`src/rtl/l2_flush_ctrl_pkg.sv`:
```
// Shared L2 cache constants and flush controller FSM encoding.
package l2_flush_ctrl_pkg;

    localparam int L2_SETS      = 256;
    localparam int L2_WAYS      = 8;
    localparam int N_REQS       = 4;
    localparam int L2_SET_BITS  = $clog2(L2_SETS);
    localparam int L2_WAY_BITS  = $clog2(L2_WAYS);
    localparam int REQS_BITS_P1 = $clog2(N_REQS) + 1;

    typedef enum logic [2:0] {
        IDLE,
        READ,
        RSP,
        EVICT,
        INVAL,
        NEXT,
        DRAIN,
        DONE
    } flush_state_e;

endpackage

```
`src/rtl/l2_flush_ctrl_if.sv`:
```
// Flush controller <-> cache/request-tracker signal bundle; master is the controller side.
interface l2_flush_ctrl_if #(
    parameter int SETS   = l2_flush_ctrl_pkg::L2_SETS,
    parameter int WAYS   = l2_flush_ctrl_pkg::L2_WAYS,
    parameter int N_REQS = l2_flush_ctrl_pkg::N_REQS
);
    localparam int SET_BITS  = $clog2(SETS);
    localparam int WAY_BITS  = $clog2(WAYS);
    localparam int REQS_BITS = $clog2(N_REQS) + 1;

    logic                 flush_start;
    logic                 stall;
    logic [REQS_BITS-1:0] reqs_cnt;
    logic                 rd_en;
    logic [SET_BITS-1:0]  rd_set;
    logic [WAY_BITS-1:0]  rd_way;
    logic                 rsp_valid_line;
    logic                 rsp_dirty;
    logic                 evict_valid;
    logic                 evict_ready;
    logic [SET_BITS-1:0]  evict_set;
    logic [WAY_BITS-1:0]  evict_way;
    logic                 inval_en;
    logic [SET_BITS-1:0]  inval_set;
    logic [WAY_BITS-1:0]  inval_way;
    logic                 fill_reqs_flush;
    logic                 ongoing_flush;
    logic                 flush_done;

    modport master (
        input  flush_start, stall, reqs_cnt, rsp_valid_line, rsp_dirty, evict_ready,
        output rd_en, rd_set, rd_way, evict_valid, evict_set, evict_way,
               inval_en, inval_set, inval_way, fill_reqs_flush, ongoing_flush, flush_done
    );

    modport slave (
        output flush_start, stall, reqs_cnt, rsp_valid_line, rsp_dirty, evict_ready,
        input  rd_en, rd_set, rd_way, evict_valid, evict_set, evict_way,
               inval_en, inval_set, inval_way, fill_reqs_flush, ongoing_flush, flush_done
    );

endinterface

```
`src/rtl/l2_flush_iter.sv`:
```
// Set/way walk counters (way inner, set outer) with last-line detect.
module l2_flush_iter #(
    parameter int SETS = l2_flush_ctrl_pkg::L2_SETS,
    parameter int WAYS = l2_flush_ctrl_pkg::L2_WAYS
) (
    input  logic                     clk,
    input  logic                     rst,
    input  logic                     clear,
    input  logic                     advance,
    output logic [$clog2(SETS)-1:0]  set_idx,
    output logic [$clog2(WAYS)-1:0]  way_idx,
    output logic                     last
);
    localparam int SET_BITS = $clog2(SETS);
    localparam int WAY_BITS = $clog2(WAYS);
    localparam logic [SET_BITS:0] SET_ONE = 1;
    localparam logic [WAY_BITS:0] WAY_ONE = 1;

    // The extra top bit on each counter flags the wrap without a compare.
    logic [SET_BITS:0] set_cnt, set_inc;
    logic [WAY_BITS:0] way_cnt, way_inc;
    logic              way_wrap;

    // NOTE: every always_comb output gets a default first so no path leaves it unassigned (no latch).
    always_comb begin
        way_inc  = way_cnt + WAY_ONE;
        set_inc  = set_cnt + SET_ONE;
        way_wrap = way_inc[WAY_BITS];
        last     = way_wrap && set_inc[SET_BITS];
    end

    // NOTE: sequential state uses non-blocking (<=) so all flops update together at the edge.
    always_ff @(posedge clk or negedge rst) begin
        if (!rst) begin
            set_cnt <= '0;
            way_cnt <= '0;
        end else if (clear) begin
            set_cnt <= '0;
            way_cnt <= '0;
        end else if (advance) begin
            if (way_wrap) begin
                way_cnt <= '0;
                set_cnt <= set_inc;
            end else begin
                way_cnt <= way_inc;
            end
        end
    end

    assign set_idx = set_cnt[SET_BITS-1:0];
    assign way_idx = way_cnt[WAY_BITS-1:0];

endmodule

```
`src/rtl/l2_flush_ctrl.sv`:
```
// Whole-cache L2 flush walker: reads every line, writes back dirty ones, invalidates all valid ones.
module l2_flush_ctrl #(
    parameter int SETS   = l2_flush_ctrl_pkg::L2_SETS,
    parameter int WAYS   = l2_flush_ctrl_pkg::L2_WAYS,
    parameter int N_REQS = l2_flush_ctrl_pkg::N_REQS
) (
    input  logic            clk,
    input  logic            rst,
    l2_flush_ctrl_if.master bus
);
    import l2_flush_ctrl_pkg::*;

    localparam int SET_BITS  = $clog2(SETS);
    localparam int WAY_BITS  = $clog2(WAYS);
    localparam int REQS_BITS = $clog2(N_REQS) + 1;
    localparam logic [REQS_BITS-1:0] REQS_FULL = REQS_BITS'(N_REQS);

    flush_state_e        state, state_d;
    logic                evict_valid_q, evict_valid_d;
    logic                iter_clear, iter_advance, last_line;
    logic                handshake, reqs_free;
    logic [SET_BITS-1:0] set_idx;
    logic [WAY_BITS-1:0] way_idx;

    l2_flush_iter #(.SETS(SETS), .WAYS(WAYS)) u_iter (
        .clk     (clk),
        .rst     (rst),
        .clear   (iter_clear),
        .advance (iter_advance),
        .set_idx (set_idx),
        .way_idx (way_idx),
        .last    (last_line)
    );

    assign handshake = evict_valid_q && bus.evict_ready;
    assign reqs_free = (bus.reqs_cnt != '0);

    always_ff @(posedge clk or negedge rst) begin
        if (!rst) begin
            state         <= IDLE;
            evict_valid_q <= 1'b0;
        end else begin
            state         <= state_d;
            evict_valid_q <= evict_valid_d;
        end
    end

    always_comb begin
        state_d        = state;
        evict_valid_d  = evict_valid_q;
        iter_clear     = 1'b0;
        iter_advance   = 1'b0;
        bus.rd_en      = 1'b0;
        bus.inval_en   = 1'b0;
        bus.flush_done = 1'b0;
        unique case (state)
            IDLE: begin
                if (bus.flush_start) begin
                    iter_clear = 1'b1;
                    state_d    = READ;
                end
            end
            READ: begin
                if (!bus.stall) begin
                    bus.rd_en = 1'b1;
                    state_d   = RSP;
                end
            end
            RSP: begin
                if (!bus.rsp_valid_line) begin
                    state_d = NEXT;
                end else if (bus.rsp_dirty) begin
                    // Request the writeback on entry when an entry is already free.
                    evict_valid_d = reqs_free;
                    state_d       = EVICT;
                end else begin
                    state_d = INVAL;
                end
            end
            EVICT: begin
                if (handshake) begin
                    evict_valid_d = 1'b0;
                    bus.inval_en  = 1'b1;
                    state_d       = NEXT;
                end else if (!evict_valid_q) begin
                    evict_valid_d = reqs_free;
                end
            end
            INVAL: begin
                bus.inval_en = 1'b1;
                state_d      = NEXT;
            end
            NEXT: begin
                iter_advance = 1'b1;
                state_d      = last_line ? DRAIN : READ;
            end
            DRAIN: begin
                if (bus.reqs_cnt == REQS_FULL) state_d = DONE;
            end
            DONE: begin
                bus.flush_done = 1'b1;
                state_d        = IDLE;
            end
            default: state_d = IDLE;
        endcase
    end

    // Every index output tracks the walk position; it is frozen outside NEXT.
    assign bus.rd_set          = set_idx;
    assign bus.rd_way          = way_idx;
    assign bus.evict_set       = set_idx;
    assign bus.evict_way       = way_idx;
    assign bus.inval_set       = set_idx;
    assign bus.inval_way       = way_idx;
    assign bus.evict_valid     = evict_valid_q;
    assign bus.fill_reqs_flush = handshake;
    assign bus.ongoing_flush   = (state != IDLE);

endmodule
```
`src/flat_wrapper.sv`:
```
// flat-port wrapper written by rule: the top's interface ports become plain ports
module l2_flush_ctrl_flat import l2_flush_ctrl_pkg::*;
#(
    parameter int SETS   = l2_flush_ctrl_pkg::L2_SETS,
    parameter int WAYS   = l2_flush_ctrl_pkg::L2_WAYS,
    parameter int N_REQS = l2_flush_ctrl_pkg::N_REQS
)
  (clk, rst, bus_flush_start, bus_stall, bus_reqs_cnt, bus_rsp_valid_line, bus_rsp_dirty, bus_evict_ready, bus_rd_en, bus_rd_set, bus_rd_way, bus_evict_valid, bus_evict_set, bus_evict_way, bus_inval_en, bus_inval_set, bus_inval_way, bus_fill_reqs_flush, bus_ongoing_flush, bus_flush_done);
  l2_flush_ctrl_if #(.SETS(SETS), .WAYS(WAYS), .N_REQS(N_REQS)) bus_i ();
  input  logic clk;
  input  logic rst;
  input wire logic [$bits(bus_i.flush_start)-1:0] bus_flush_start;
  input wire logic [$bits(bus_i.stall)-1:0] bus_stall;
  input wire logic [$bits(bus_i.reqs_cnt)-1:0] bus_reqs_cnt;
  input wire logic [$bits(bus_i.rsp_valid_line)-1:0] bus_rsp_valid_line;
  input wire logic [$bits(bus_i.rsp_dirty)-1:0] bus_rsp_dirty;
  input wire logic [$bits(bus_i.evict_ready)-1:0] bus_evict_ready;
  output wire logic [$bits(bus_i.rd_en)-1:0] bus_rd_en;
  output wire logic [$bits(bus_i.rd_set)-1:0] bus_rd_set;
  output wire logic [$bits(bus_i.rd_way)-1:0] bus_rd_way;
  output wire logic [$bits(bus_i.evict_valid)-1:0] bus_evict_valid;
  output wire logic [$bits(bus_i.evict_set)-1:0] bus_evict_set;
  output wire logic [$bits(bus_i.evict_way)-1:0] bus_evict_way;
  output wire logic [$bits(bus_i.inval_en)-1:0] bus_inval_en;
  output wire logic [$bits(bus_i.inval_set)-1:0] bus_inval_set;
  output wire logic [$bits(bus_i.inval_way)-1:0] bus_inval_way;
  output wire logic [$bits(bus_i.fill_reqs_flush)-1:0] bus_fill_reqs_flush;
  output wire logic [$bits(bus_i.ongoing_flush)-1:0] bus_ongoing_flush;
  output wire logic [$bits(bus_i.flush_done)-1:0] bus_flush_done;
  assign bus_i.flush_start = bus_flush_start;
  assign bus_i.stall = bus_stall;
  assign bus_i.reqs_cnt = bus_reqs_cnt;
  assign bus_i.rsp_valid_line = bus_rsp_valid_line;
  assign bus_i.rsp_dirty = bus_rsp_dirty;
  assign bus_i.evict_ready = bus_evict_ready;
  assign bus_rd_en = bus_i.rd_en;
  assign bus_rd_set = bus_i.rd_set;
  assign bus_rd_way = bus_i.rd_way;
  assign bus_evict_valid = bus_i.evict_valid;
  assign bus_evict_set = bus_i.evict_set;
  assign bus_evict_way = bus_i.evict_way;
  assign bus_inval_en = bus_i.inval_en;
  assign bus_inval_set = bus_i.inval_set;
  assign bus_inval_way = bus_i.inval_way;
  assign bus_fill_reqs_flush = bus_i.fill_reqs_flush;
  assign bus_ongoing_flush = bus_i.ongoing_flush;
  assign bus_flush_done = bus_i.flush_done;
  l2_flush_ctrl #(.SETS(SETS), .WAYS(WAYS), .N_REQS(N_REQS)) u_core (.clk(clk), .rst(rst), .bus(bus_i));
endmodule
```
`config.mk`:
```
export PLATFORM = sky130hd
export DESIGN_NAME = l2_flush_ctrl_flat
export DESIGN_NICKNAME = d
export VERILOG_FILES = /design/src/rtl/l2_flush_ctrl_pkg.sv /design/src/rtl/l2_flush_ctrl_if.sv /design/src/rtl/l2_flush_iter.sv /design/src/rtl/l2_flush_ctrl.sv /design/src/flat_wrapper.sv
export SDC_FILE = /design/constraint.sdc
export NUM_CORES = 1
export LEC_CHECK = 0
export BUFFER_PORTS_ARGS = -buffer_cell sky130_fd_sc_hd__buf_2
export CAP_MARGIN = 20
export CORE_MARGIN = 2
export CORE_UTILIZATION = 40
export CTS_CLUSTER_SIZE = 12
export DETAILED_ROUTE_END_ITERATION = 8
export HOLD_SLACK_MARGIN = 0.08
export PLACE_DENSITY = 0.72
export SLEW_MARGIN = 15
export SYNTH_ARGS = -nofsm -noshare
export SYNTH_HDL_FRONTEND = slang
export SYNTH_SLANG_ARGS = --single-unit
```
`constraint.sdc`:
```
create_clock -name clk -period 2 [get_ports clk]
set_clock_uncertainty 0.2 [all_clocks]
set_input_delay 0.4 -clock clk [delete_from_list [all_inputs] [get_ports clk]]
set_output_delay 0.4 -clock clk [all_outputs]
set_load 0.05 [all_outputs]
```
==> impl_summary.md, run 1 <==
Synth
The post-synthesis average cell area is 8.647 um2. The dominant register cell in the synthesized netlist is sky130_fd_sc_hd__dfrtp_1. The post-synthesis instance total is 146.

The netlist area before placement is 1262 um2. For this run, the register share of the synthesized area comes to 0.3171. By area the synthesized netlist is led by sky130_fd_sc_hd__dfrtp_1 32%, sky130_fd_sc_hd__buf_4 18%, sky130_fd_sc_hd__nor2_1 3.9%.

After synthesis, the netlist uses 42 different library cells. Counting flops and latches in the post-synthesis netlist gives 16. The number of warnings issued by yosys is 0. The most area-hungry cell type in the Yosys netlist is sky130_fd_sc_hd__dfrtp_1. Of all flip-flops after synthesis, the portion carrying an async set or reset was 1.000. Counting every net in the synthesized netlist gives 158. The synthesized design contains 0 enable-type register cells. The fraction of synthesized cell area taken by the top area cell type is 0.3171.

Critical path
Along the worst path, the maximum fanout reaches 6. The data required time at the worst endpoint is 1.40 ns. Data on the critical path arrives at its endpoint at 1.35 ns. Traced cell by cell, the critical path runs through or3_4 > buf_4. The library cell contributing the largest single delay on the critical path is sky130_fd_sc_hd__dfrtp_2. The startpoint-to-endpoint class of the critical path is flop to output port.

The nature of the critical path endpoint is an output port. The worst setup path is launched from a flop. The largest single stage delay on the critical path is 0.45 ns.

Place
The half-perimeter wire length after placement is 1927 um. OpenSTA, run right after detailed placement, puts the worst setup slack at 0.1383 ns. The cell area after placement is 1335 um2.

At the end of routability-driven placement, the weighted congestion stood at 0.8435. The number of port buffers is 48.

Layout
Summing all multi-input logic gate instances after layout gives 598.1 um2. Of the cells placed in the final design, the portion with a size suffix greater than 1 is 0.4540. For this run, the share of the core covered by cells in the final layout is 0.4789. The filler cell count is 289. In the final layout, flip-flops and latches occupy 407.9 um2.

Relative to the synthesized area, the layout overhead comes to 14.87%. The repair_antennas step left the layout with diodes totalling 0. The final design area excluding fillers is 1450 um2. For this run, the post-layout net count is 187.

Detailed routing
The average via count per standard cell is 4.950. The routed wire length is 2526 um. The total length of routed met3 wires is 160 um. The remaining antenna violation count is 0. The iteration-0 DRC count of the detailed router is 33. Wire segments on met2 add up to 1282 um in the final route. The final routed DRC violation total is 0. The top routing layer in use is met4.

The first-pass iteration count of the detailed router is 4. The total routed wire length on the met1 layer is 1050 um. The total vias in the final route is 1079. In the final routed layout, each cell accounts on average for 11.59 um.

Global route
Across every metal layer, demand over resource in global routing totals 0.1487. The overall overflow remaining after global route is 0. The number of global-route vias before repair is 939. The largest net degree at the start of global routing is 17. The first global-routing pass estimated 3981 um of wire. The number of antenna violations at the first check in global routing is 0.

Die
From bottom edge to top edge, the die measures 60.18 um. The width of the chip is 60.18 um. The core area is 3028 um2. The die covers 3622 um2. For this configuration, the core starts out at a cell density of 0.4169. During I/O placement, the number of pins put on the boundary was 49. The row count is 20.

Clock network
The TritonCTS clock tree is yes. Clock-pin slew was measured on the worst setup and hold paths at 0.10 ns. In this run the number of H-tree levels came out at 1. The TritonCTS buffer count is 3. The clock sink total is 16.

The maximum clock insertion buffer count is 2. The clock insertion delay at the later pin of the skew report is 0.29 ns. The clock tree root buffer cell is sky130_fd_sc_hd__clkbuf_4.

Outcome
The run finished with clean final reports.

STA
The number of failing setup endpoints in the final timing report is 0. The setup slack of the critical path after layout is 0.05165 ns. The worst pin sits at a relative slew slack of 0.6486. Setup repair after global routing left no endpoint under its margin. Adding up every negative setup slack in the final design gives 0 ns.

The count of final max-slew check failures is 0. The final period demand of the worst path is 1.948 ns. The number of hold violations in the final report is 0. Timing would allow up to 513.3 MHz.

For the pin with the worst max-slew slack, the measured transition is 0.5240 ns. Of the available clock period, the critical path in the final layout requires 0.9742.

Flow run
Across the run, the number of max-cap violations was 0.

Worst hold path
The min-delay analysis places its worst path in the category input pin to flop.

Power
The total power is 1.477 mW. The maximum vdd ir drop is 633.5 uV. In this run the power density over the cells is 1019 nW/um2.

The analysis attributes to cell leakage a power of 0.7300 nW.
## routing by layer
layer	vias to the layer above	GRT usage
li1	538	-
met4	0	0.06349
met2	43	0.2655
met3	2	0.03247
met1	496	0.1680
met5	-	0
## path summary, 6_finish.rpt
| check | from | endpoint | slack [ns] | depth (start not counted) |
|---|---|---|---|---|
| hold reg to reg | u_core.u_iter.way_cnt[2]$_DFFE_PN0P_ | u_core.u_iter.way_cnt[2]$_DFFE_PN0P_ | 0.40 | 2 |
| setup / recovery | u_core.state[1]$_DFFE_PN0P_ | bus_ongoing_flush | 0.05 | 2 |
| min in group asynchronous | rst | u_core.u_iter.set_cnt[4]$_DFFE_PN0P_ | 0.34 | 2 |
| max in group asynchronous | rst | u_core.state[0]$_DFFE_PN0P_ | 0.97 | 2 |
| hold / removal | bus_flush_start | u_core.state[0]$_DFFE_PN0P_ | 0.29 | 3 |
| setup reg to reg | u_core.state[2]$_DFFE_PN0P_ | u_core.u_iter.set_cnt[7]$_DFFE_PN0P_ | 0.15 | 5 |
## state kept, by name, indices dropped and copies added (netlist names)
name	cells
u_core.bus.evict_valid	1
u_core.state	3
u_core.u_iter.set_cnt	9
u_core.u_iter.way_cnt	3
## layout make-up
type | count | share of cell area
multi-input cells | 90 | 0.4124
flip-flops and latches | 16 | 0.2813
repair buffers | 59 | 0.2278
well taps | 44 | 0.03796
clock buffers | 4 | 0.02502
inverters | 5 | 0.01553
## through the flow
step	hold slack [ns]	std cells
final	0.2854	218
after global routing	0.2963	218
after CTS	0.2790	218
after detailed placement	0.1319	205
after global placement	0.1308	205
after floorplan	-0.09559	146
## kinds of logic (layout without fill, tap and decap cells)
family          Yosys count  after routing  share of synthesized area
compound gates           25             25                     0.1279
xor+xnor                  7              7                    0.04856
fa+ha+maj                 2              2                    0.01982
buf+inv                  40             68                     0.2180
flops                    16             16                     0.3171
mux                       1              1                   0.008919
simple gates             55             55                     0.2597
## report_power, final
part	leakage, nW	internal (mW)	switching (mW)
combinational	0.502	0.308	0.516
sequential	0.207	0.373	0.0699
clock	0.0210	0.111	0.100
total	0.730	0.791	0.686
## Yosys cell counts (all sizes together) (2+ instances only)
cell type and n:
ha 2, nand4 3, nand2b 4, a21oi 7, inv 5, a211oi 3, nor3 2, nor4 4
nand3b 4, buf 35, xnor2 5, dfrtp 16, or3 4, xor2 2, o21ai 5, o22ai 3
nand3 6, nor2 14, nand2 7
## placed cells by master (no fill, tap or decap), types with 2 or more instances in the layout
master                     count
sky130_fd_sc_hd__nor2_1       13
sky130_fd_sc_hd__dfrtp_2       6
sky130_fd_sc_hd__a21oi_1       6
sky130_fd_sc_hd__buf_2        46
sky130_fd_sc_hd__a211oi_1      3
sky130_fd_sc_hd__ha_1          2
sky130_fd_sc_hd__inv_1         4
sky130_fd_sc_hd__clkbuf_4      3
sky130_fd_sc_hd__nor4_1        4
sky130_fd_sc_hd__xor2_1        2
sky130_fd_sc_hd__dfrtp_1      10
sky130_fd_sc_hd__xnor2_1       5
sky130_fd_sc_hd__nand3_1       5
sky130_fd_sc_hd__nand2_1       7
sky130_fd_sc_hd__o21ai_0       5
sky130_fd_sc_hd__nand3b_1      3
sky130_fd_sc_hd__or3_1         3
sky130_fd_sc_hd__nand4_1       3
sky130_fd_sc_hd__nand2b_1      3
sky130_fd_sc_hd__buf_4        12
sky130_fd_sc_hd__o22ai_1       2
## critical path, delay by kind of cell, from the launching register on
kind / cells / cell delay (ns)
buffers and inverters: 1 / 0.20
flip-flops: 1 / 0.45
AND/OR/NAND/NOR: 1 / 0.41
## repair_timing
item / in CTS / in global routing
setup endpoints to repair: 4 / 1
resized for setup: 4 / 2
setup buffers: 8 / 0
hold buffers: 1 / 0
endpoints found under the hold margin: 16 / 0
(Power assumes the default switching activity.)
==> run 2, diff against run 1 <==
Clock period 2 ns to 1.8 ns, I/O delays scaled along.
==> run 2 against run 1 <==
Net effect: the run now ends with negative setup slack left; non-clock buffer count rose by 10; die area unchanged; utilization up 4.9 points; global-route usage increased by 0.81 points; first-iteration DRC count decreased by 9.1%; worst hold slack got worse by 0.062 ns; total power grew 22%; clock-buffer cell count stayed put.
==> impl_summary.md, run 2 (synthesized netlist as in run 1, its figures left out) <==
Outcome
Result of the run: complete, but fails checks (was completed). The checks that failed: negative setup slack.

Critical path
The end of the critical path is bus_inval_en (was bus_ongoing_flush). The internal reg-to-reg setup slack is 0.07 ns (was 0.15 ns). The startpoint of the worst setup timing path is u_core.state[2]$_DFFE_PN0P_ (was u_core.state[1]$_DFFE_PN0P_). The worst reg-to-reg path cell count is 6 (was 5).

The data required time at the worst endpoint came to 1.24 ns (was 1.40 ns). The start of the worst register-to-register path is u_core.state[0]$_DFFE_PN0P_ (was u_core.state[2]$_DFFE_PN0P_). The nature of the critical path startpoint is a flop (unchanged). The worst-path maximum fanout was 4 (was 6). The startpoint-to-endpoint class of the critical path is flop to output port (unchanged).

The nature of the critical path endpoint is an output port (unchanged). The endpoint arrival time on the critical path was 1.29 ns (was 1.35 ns). The endpoint of the worst register-to-register path was u_core.state[1]$_DFFE_PN0P_ (was u_core.u_iter.set_cnt[7]$_DFFE_PN0P_).

STA
The timing-limited maximum frequency is 540.2 MHz. The number of hold violations in the final report is 0 (unchanged). The count of final max-slew check failures was 0 (unchanged). The number of failing setup endpoints in the final timing report is 3 (was 0). Subtracting the final worst setup slack from the clock period gives 1.851 ns. The normalized max-slew margin came to 0.7644 (was 0.6486).

The ratio of final minimum period to clock period is 1.028. The slew at the pin with the worst max-slew slack is 0.3534 ns (was 0.5240 ns). The total negative slack for setup checks is -0.08271 ns (was 0 ns). The worst hold slack after final layout is 0.2238 ns (was 0.2854 ns). The setup slack of the critical path after layout was -0.05101 ns (was 0.05165 ns). RSZ-0062 raised after global routing: true (was false).

Clock network
The maximum clock insertion buffer count came to 2 (unchanged). The TritonCTS clock tree was yes (unchanged). The register clock-pin slew on the reported worst setup and hold paths is 0.11 ns (was 0.10 ns).

The clock tree root buffer cell is sky130_fd_sc_hd__clkbuf_4 (unchanged). The clock sink total is 16 (unchanged). The CTS H-tree depth is 1 (unchanged).

The TritonCTS buffer count came to 3 (unchanged). The clock insertion delay at the later pin of the skew report is 0.29 ns (about the same).

Die
The width of the chip is 60.18 um (unchanged). The number of primary I/O pins came to 49 (unchanged). The core area came to 3028 um2 (unchanged). The initial core utilization is 0.4169 (unchanged).

The row count is 20 (unchanged). The area enclosed by the die boundary came to 3622 um2 (unchanged). The die height is 60.18 um (unchanged).

Layout
Commonest cells after routing, fill and taps aside: 43 x sky130_fd_sc_hd__buf_2, 19 x sky130_fd_sc_hd__buf_4, 12 x sky130_fd_sc_hd__nor2_1, 10 x sky130_fd_sc_hd__dfrtp_1 (was 46 x sky130_fd_sc_hd__buf_2, 13 x sky130_fd_sc_hd__nor2_1, 12 x sky130_fd_sc_hd__buf_4, 10 x sky130_fd_sc_hd__dfrtp_1, 7 x sky130_fd_sc_hd__nand2_1). Top flop regs: u_core.u_iter.set_cnt: 9 flops, u_core.state: 3 flops, u_core.u_iter.way_cnt: 3 flops (unchanged). The net count of the finished layout is 197 (was 187). The area used by sequential logic in the layout is 407.9 um2 (unchanged). The final antenna diode count came to 0 (unchanged). The filler cell count came to 275 (was 289). The number of flip-flops in the largest register is 9 (unchanged).

The area of the multi-input gates is 646.9 um2 (was 598.1 um2). The synthesis-to-finish area growth is 26.56% (was 14.87%). The most flop-heavy register is u_core.u_iter.set_cnt (unchanged). The leading cell type in the layout, fill and taps excluded is sky130_fd_sc_hd__buf_2 (unchanged). The fraction of layout cells with a size suffix above 1 came to 0.5163 (was 0.4540). The post-layout utilization of the core came to 0.5277 (was 0.4789).

Detailed routing
The first-pass iteration count of the detailed router is 4 (unchanged). The remaining antenna violation count is 0 (unchanged). The iteration-0 DRC count of the detailed router is 30 (was 33). The final routed DRC violation total is 0 (unchanged). The routed wire length is 2746 um (was 2526 um). The average via count per standard cell came to 5.009 (was 4.950). The total vias in the final route was 1142 (was 1079).

The per-cell routed wire length is 12.04 um (was 11.59 um).

Place
The minimum setup slack after placement is 0.02606 ns (was 0.1383 ns). The half-perimeter wire length after placement is 2114 um (was 1927 um). The final weighted congestion of routability-driven global placement came to 0.8253 (was 0.8435). The number of port buffers was 48 (unchanged).

Global route
The largest net degree at the start of global routing came to 17 (unchanged). The overall overflow remaining after global route is 0 (unchanged). The number of global-route vias before repair is 1006 (was 939). The first-pass GRT wire length is 4333 um (was 3981 um). The number of antenna violations at the first check in global routing is 0 (unchanged).

The overall routing resource usage was 0.1568 (was 0.1487).

Worst hold path
The path category of the worst min-delay check is input pin to flop (unchanged).

Power
The maximum vdd ir drop is 621.9 uV (was 633.5 uV). The areal power density over the cells came to 1127 nW/um2 (was 1019 nW/um2). The total power was 1.800 mW (was 1.477 mW). The leakage power figure is 0.7920 nW (was 0.7300 nW).

Flow run
The number of maximum-capacitance violations is 0 (unchanged).
## run 2: worst min path at each step
stage	startpoint	endpoint	slack (ns)	depth (start not counted)
finish	bus_evict_ready	u_core.bus.evict_valid$_DFFE_PN0P_	0.22	4
global route	bus_evict_ready	u_core.bus.evict_valid$_DFFE_PN0P_	0.26	4
CTS	bus_evict_ready	u_core.bus.evict_valid$_DFFE_PN0P_	0.23	4
detailed placement	rst	u_core.u_iter.set_cnt[6]$_DFFE_PN0P_	0.1	1
global placement	rst	u_core.u_iter.set_cnt[6]$_DFFE_PN0P_	0.09	1
floorplan	rst	u_core.bus.evict_valid$_DFFE_PN0P_	-0.14	0
## run 2: worst max-delay path: stages, from the launching register on
cell                       delay [ns]
sky130_fd_sc_hd__dfrtp_2         0.44
sky130_fd_sc_hd__nand3b_1        0.21
sky130_fd_sc_hd__o22ai_2         0.19
sky130_fd_sc_hd__buf_6           0.18
## run 2: repair_timing
action                     4_1_cts  5_1_grt
hold buffers                     1        0
setup endpoints to repair        5       12
pin swaps                        2        1
resized for setup               15        8
buffers inserted                 7        1
hold endpoints to repair        16        0
## run 2: where the power goes
part	leakage [nW]	total (mW)	switching [mW]	internal [mW]
logic	0.569	1.11	0.653	0.462
clock network	0.0150	0.200	0.115	0.0858
registers	0.208	0.486	0.0709	0.415
## run 2: cell type report
| cell class | instances | area share |
|---|---|---|
| Tap cell | 44 | 0.03446 |
| Sequential cell | 16 | 0.2553 |
| Multi-Input combinational cell | 90 | 0.4049 |
| Clock buffer | 4 | 0.01644 |
| Timing Repair Buffer | 69 | 0.2749 |
| Inverter | 5 | 0.01410 |
## run 2: per-stage QoR
step                      instances  instance area [um2]
final                           228                 1598
after global routing            228                 1598
after CTS                       227                 1562
after detailed placement        215                 1421
after global placement          215                 1421
after floorplan                 146                 1292
## run 2: metal layers
| layer | up-vias | track usage | wire length, um |
|---|---|---|---|
| met4 | 0 | 0.04762 | 19 |
| met3 | 2 | 0.01299 | 135 |
| met2 | 39 | 0.3059 | 1498 |
| li1 | 562 | - | - |
| met5 | - | 0 | 0 |
| met1 | 539 | 0.1762 | 1092 |
==> run 3, diff against run 2 <==
Settings changed: ABC_AREA set to 1, PLACE_DENSITY 0.72 to 0.71.
==> run 3 against run 2 <==
Net effect: the run now ends clean; synthesized area rose by 4.8%; die area grew 4.4%; clock power is 25% higher; first-iteration DRC count up 37%; non-clock buffer count down 6; routed wire length increased by 0.22%; sequential share of layout area fell by 0.18 points; clock-buffer cell count is the same; global-route usage hardly changed; critical path type unchanged; largest cell class unchanged; largest power group unchanged; highest routed layer unchanged.
==> impl_summary.md, run 3 <==
Power
The maximum vdd ir drop was 700.1 uV (was 621.9 uV). The leakage power figure came to 0.9554 nW (was 0.7920 nW). The areal power density over the cells is 1459 nW/um2 (was 1127 nW/um2).

The net switching component of the power is 1.298 mW (was 0.8384 mW). The combinational share of power is 0.654 (was 0.619). The internal power summed over all cells was 1.065 mW (was 0.9620 mW). The clock share of power was 0.106 (was 0.111).

The switching fraction of total power is 0.5494 (was 0.4657). The sequential share of power is 0.239 (was 0.270).

Detailed routing
The final routed DRC violation total is 0 (unchanged). The remaining antenna violation count is 0 (unchanged). The per-cell routed wire length is 10.38 um (was 12.04 um). The average via count per standard cell was 4.675 (was 5.009). The total vias in the final route came to 1239 (was 1142). The iteration-0 DRC count of the detailed router came to 41 (was 30). The routed wire length is 2752 um (was 2746 um). The first-pass iteration count of the detailed router was 6 (was 4).

Layout
The post-layout utilization of the core is 0.5218 (was 0.5277). The filler cell count came to 330 (was 275). The fraction of layout cells with a size suffix above 1 is 0.4208 (was 0.5163). The final antenna diode count was 0 (unchanged). The net count of the finished layout came to 234 (was 197). The most flop-heavy register was u_core.u_iter.set_cnt (unchanged). Top flop regs: u_core.u_iter.set_cnt: 9 flops, u_core.state: 3 flops, u_core.u_iter.way_cnt: 3 flops (unchanged). The final design area excluding fillers is 1619 um2 (was 1598 um2). Commonest cells after routing, fill and taps aside: 44 x sky130_fd_sc_hd__buf_2, 41 x sky130_fd_sc_hd__nand2_1, 22 x sky130_fd_sc_hd__inv_1, 16 x sky130_fd_sc_hd__nand3_1, 13 x sky130_fd_sc_hd__buf_4 (was 43 x sky130_fd_sc_hd__buf_2, 19 x sky130_fd_sc_hd__buf_4, 12 x sky130_fd_sc_hd__nor2_1, 10 x sky130_fd_sc_hd__dfrtp_1). The number of flip-flops in the largest register is 9 (unchanged). The synthesis-to-finish area growth came to 22.42% (was 26.56%). The leading cell type in the layout, fill and taps excluded is sky130_fd_sc_hd__buf_2 (unchanged).

Clock network
The TritonCTS buffer count came to 3 (unchanged). The TritonCTS clock tree is yes (unchanged). The clock tree root buffer cell is sky130_fd_sc_hd__clkbuf_4 (unchanged). The maximum clock insertion buffer count is 2 (unchanged). The clock insertion delay at the later pin of the skew report is 0.30 ns (was 0.29 ns). The register clock-pin slew on the reported worst setup and hold paths is 0.11 ns (about the same). The clock sink total is 16 (unchanged). The CTS H-tree depth is 1 (unchanged).

Synth
The number of distinct standard cells referenced by the synthesized netlist is 23 (was 42). The part of the Yosys area used for sequential elements is 0.3027 (was 0.3171). The total nets after synthesis was 198 (was 158).

Leading post-synthesis cells by cell area: sky130_fd_sc_hd__dfrtp_1 30%, sky130_fd_sc_hd__buf_4 17%, sky130_fd_sc_hd__nand2_1 12% (was sky130_fd_sc_hd__dfrtp_1 32%, sky130_fd_sc_hd__buf_4 18%, sky130_fd_sc_hd__nor2_1 3.9%). The post-synthesis average cell area was 7.110 um2 (was 8.647 um2). The dominant register cell in the synthesized netlist is sky130_fd_sc_hd__dfrtp_1 (unchanged).

The synthesis-stage register bit count is 16 (unchanged). The count of flip-flops with a built-in enable after synthesis is 0 (unchanged). The netlist area before placement is 1323 um2 (was 1262 um2).

The post-synthesis instance total was 186 (was 146). The most area-hungry cell type in the Yosys netlist is sky130_fd_sc_hd__dfrtp_1 (unchanged). The fraction of synthesized cell area taken by the top area cell type was 0.3027 (was 0.3171). The proportion of synthesized flip-flops having asynchronous set or reset is 1.000 (unchanged). The number of warnings issued by yosys is 0 (unchanged). Top cells by count, synth: 44 x sky130_fd_sc_hd__nand2_1, 30 x sky130_fd_sc_hd__buf_4, 23 x sky130_fd_sc_hd__inv_1, 17 x sky130_fd_sc_hd__nand3_1, 16 x sky130_fd_sc_hd__dfrtp_1 (was 30 x sky130_fd_sc_hd__buf_4, 16 x sky130_fd_sc_hd__dfrtp_1, 13 x sky130_fd_sc_hd__nor2_1, 7 x sky130_fd_sc_hd__nand2_1, 6 x sky130_fd_sc_hd__a21oi_1). The library cell with the highest instance count after synthesis is sky130_fd_sc_hd__nand2_1 (was sky130_fd_sc_hd__buf_4).

Global route
The overall routing resource usage came to 0.1566 (was 0.1568). The overall overflow remaining after global route came to 0 (unchanged). The first-pass GRT wire length is 4478 um (was 4333 um). The largest net degree at the start of global routing is 17 (unchanged). The number of global-route vias before repair came to 1107 (was 1006). The number of antenna violations at the first check in global routing is 0 (unchanged).

Critical path
The peak per-stage delay on the critical path is 0.48 ns (was 0.44 ns). The worst reg-to-reg path cell count is 9 (was 6). The start of the worst register-to-register path was u_core.state[1]$_DFFE_PN0P_ (was u_core.state[0]$_DFFE_PN0P_). The nature of the critical path endpoint is an output port (unchanged). The startpoint-to-endpoint class of the critical path is flop to output port (unchanged). The startpoint of the worst setup timing path is u_core.state[0]$_DFFE_PN0P_ (was u_core.state[2]$_DFFE_PN0P_). The endpoint arrival time on the critical path was 1.24 ns (was 1.29 ns). Worst path cell trace: nor2_4 > nand2_1 > nand2_2 > buf_8 (was nand3b_1 > o22ai_2 > buf_6). The internal reg-to-reg setup slack is 0.09 ns (was 0.07 ns). The endpoint of the worst register-to-register path was u_core.u_iter.set_cnt[3]$_DFFE_PN0P_ (was u_core.state[1]$_DFFE_PN0P_). The worst-path maximum fanout is 4 (unchanged).

The library cell contributing the largest single delay on the critical path is sky130_fd_sc_hd__dfrtp_2 (unchanged). The end of the critical path is bus_inval_en (unchanged). The nature of the critical path startpoint is a flop (unchanged). The data required time at the worst endpoint is 1.24 ns (about the same).

Outcome
Result of the run: completed (was complete, but fails checks).

STA
The final period demand of the worst path is 1.800 ns (was 1.851 ns). The timing-limited maximum frequency is 555.6 MHz (was 540.2 MHz). The slew at the pin with the worst max-slew slack is 0.3729 ns (was 0.3534 ns). The worst hold slack after final layout is 0.2148 ns (was 0.2238 ns).

The ratio of final minimum period to clock period is 1.000 (was 1.028). RSZ-0062 raised after global routing: true (unchanged). The count of final max-slew check failures was 0 (unchanged). The number of hold violations in the final report came to 0 (unchanged).

The normalized max-slew margin came to 0.7514 (was 0.7644). The number of failing setup endpoints in the final timing report is 0 (was 3).

Place
The final weighted congestion of routability-driven global placement is 0.8492 (was 0.8253). The number of port buffers is 48 (unchanged). The half-perimeter wire length after placement came to 2054 um (was 2114 um). The cell area after placement was 1428 um2 (was 1421 um2).

Die
The number of primary I/O pins came to 49 (unchanged). The width of the chip is 61.50 um (was 60.18 um). The core area is 3103 um2 (was 3028 um2). The row count came to 20 (unchanged). The die height is 61.50 um (was 60.18 um). The area enclosed by the die boundary is 3782 um2 (was 3622 um2).

The initial core utilization is 0.4262 (was 0.4169).

Worst hold path
The path category of the worst min-delay check is input pin to flop (unchanged).

Flow run
The number of maximum-capacitance violations came to 0 (unchanged).
run 3: repair_timing:
item	CTS	global route
pin swaps	1	1
setup buffers	6	2
hold endpoints to repair	16	0
cloned	0	0
hold buffers	1	0
gates resized for setup	14	12
setup endpoints to repair	4	8
run 3: cell families (layout without fill, tap and decap cells):
kind of cell	count (synthesis)	in the layout	synth area share
AOI/OAI and AO/OA	18	18	0.07759
adders and majority gates	2	2	0.01892
buffers and inverters	57	92	0.2602
DFF	16	16	0.3027
and+or+nand+nor	93	93	0.3406
run 3: how the worst min path moves through the flow:
| stage | from | end | cells after the start |
|---|---|---|---|
| after CTS | bus_reqs_cnt[2] | u_core.state[2]$_DFFE_PN0P_ | 4 |
| after floorplan | rst | u_core.bus.evict_valid$_DFFE_PN0P_ | 0 |
| final | bus_reqs_cnt[2] | u_core.state[2]$_DFFE_PN0P_ | 4 |
| after global placement | rst | u_core.u_iter.set_cnt[6]$_DFFE_PN0P_ | 1 |
| after detailed placement | rst | u_core.u_iter.set_cnt[6]$_DFFE_PN0P_ | 1 |
| after global routing | bus_reqs_cnt[2] | u_core.state[2]$_DFFE_PN0P_ | 4 |
run 3: power groups by stage:
stage | Clock, mW | Sequential [mW] | Combinational [mW]
finish | 0.251 | 0.566 | 1.55
global route | 0.277 | 0.582 | 1.67
CTS | 0.251 | 0.558 | 1.46
detailed placement | 0 | 0.558 | 1.30
global placement | 0 | 0.556 | 1.29
floorplan | 0 | 0.658 | 1.03
run 3: metal layers:
metal  up-vias  wire, um  global-route usage
met4         0        21             0.03647
li1        632         -                   -
met5         -         0                   0
met3         2       143             0.03151
met1       569      1164              0.1889
met2        36      1422              0.2842
run 3: area by class of cell:
type                       instances  area (um2)  area share
clock buffer                       4       36.28     0.02241
multi-input combinational        113       634.4      0.3918
sequential                        16       410.4      0.2535
timing repair buffer              63       384.1      0.2372
inverter                          25       98.84     0.06105
tap                               44       55.05     0.03400
run 3: per-stage QoR:
| stage | power, mW | TNS [ns] | std cells | setup slack [ns] |
|---|---|---|---|---|
| after detailed placement | 1.856 | 0 | 252 | 0.1292 |
| after CTS | 2.273 | 0 | 263 | 0.002451 |
| final | 2.363 | 0 | 265 | 0.000002776 |
| after floorplan | 1.690 | -0.09386 | 186 | -0.09386 |
| after global routing | 2.527 | -0.1162 | 265 | -0.05099 |
| after global placement | 1.848 | 0 | 252 | 0.1669 |
run 3: critical path: cells and delay by family (launching register included):
family                 cells  cell delay, ns
and+or+nand+nor            3            0.32
DFF                        1            0.48
buffers and inverters      1            0.14
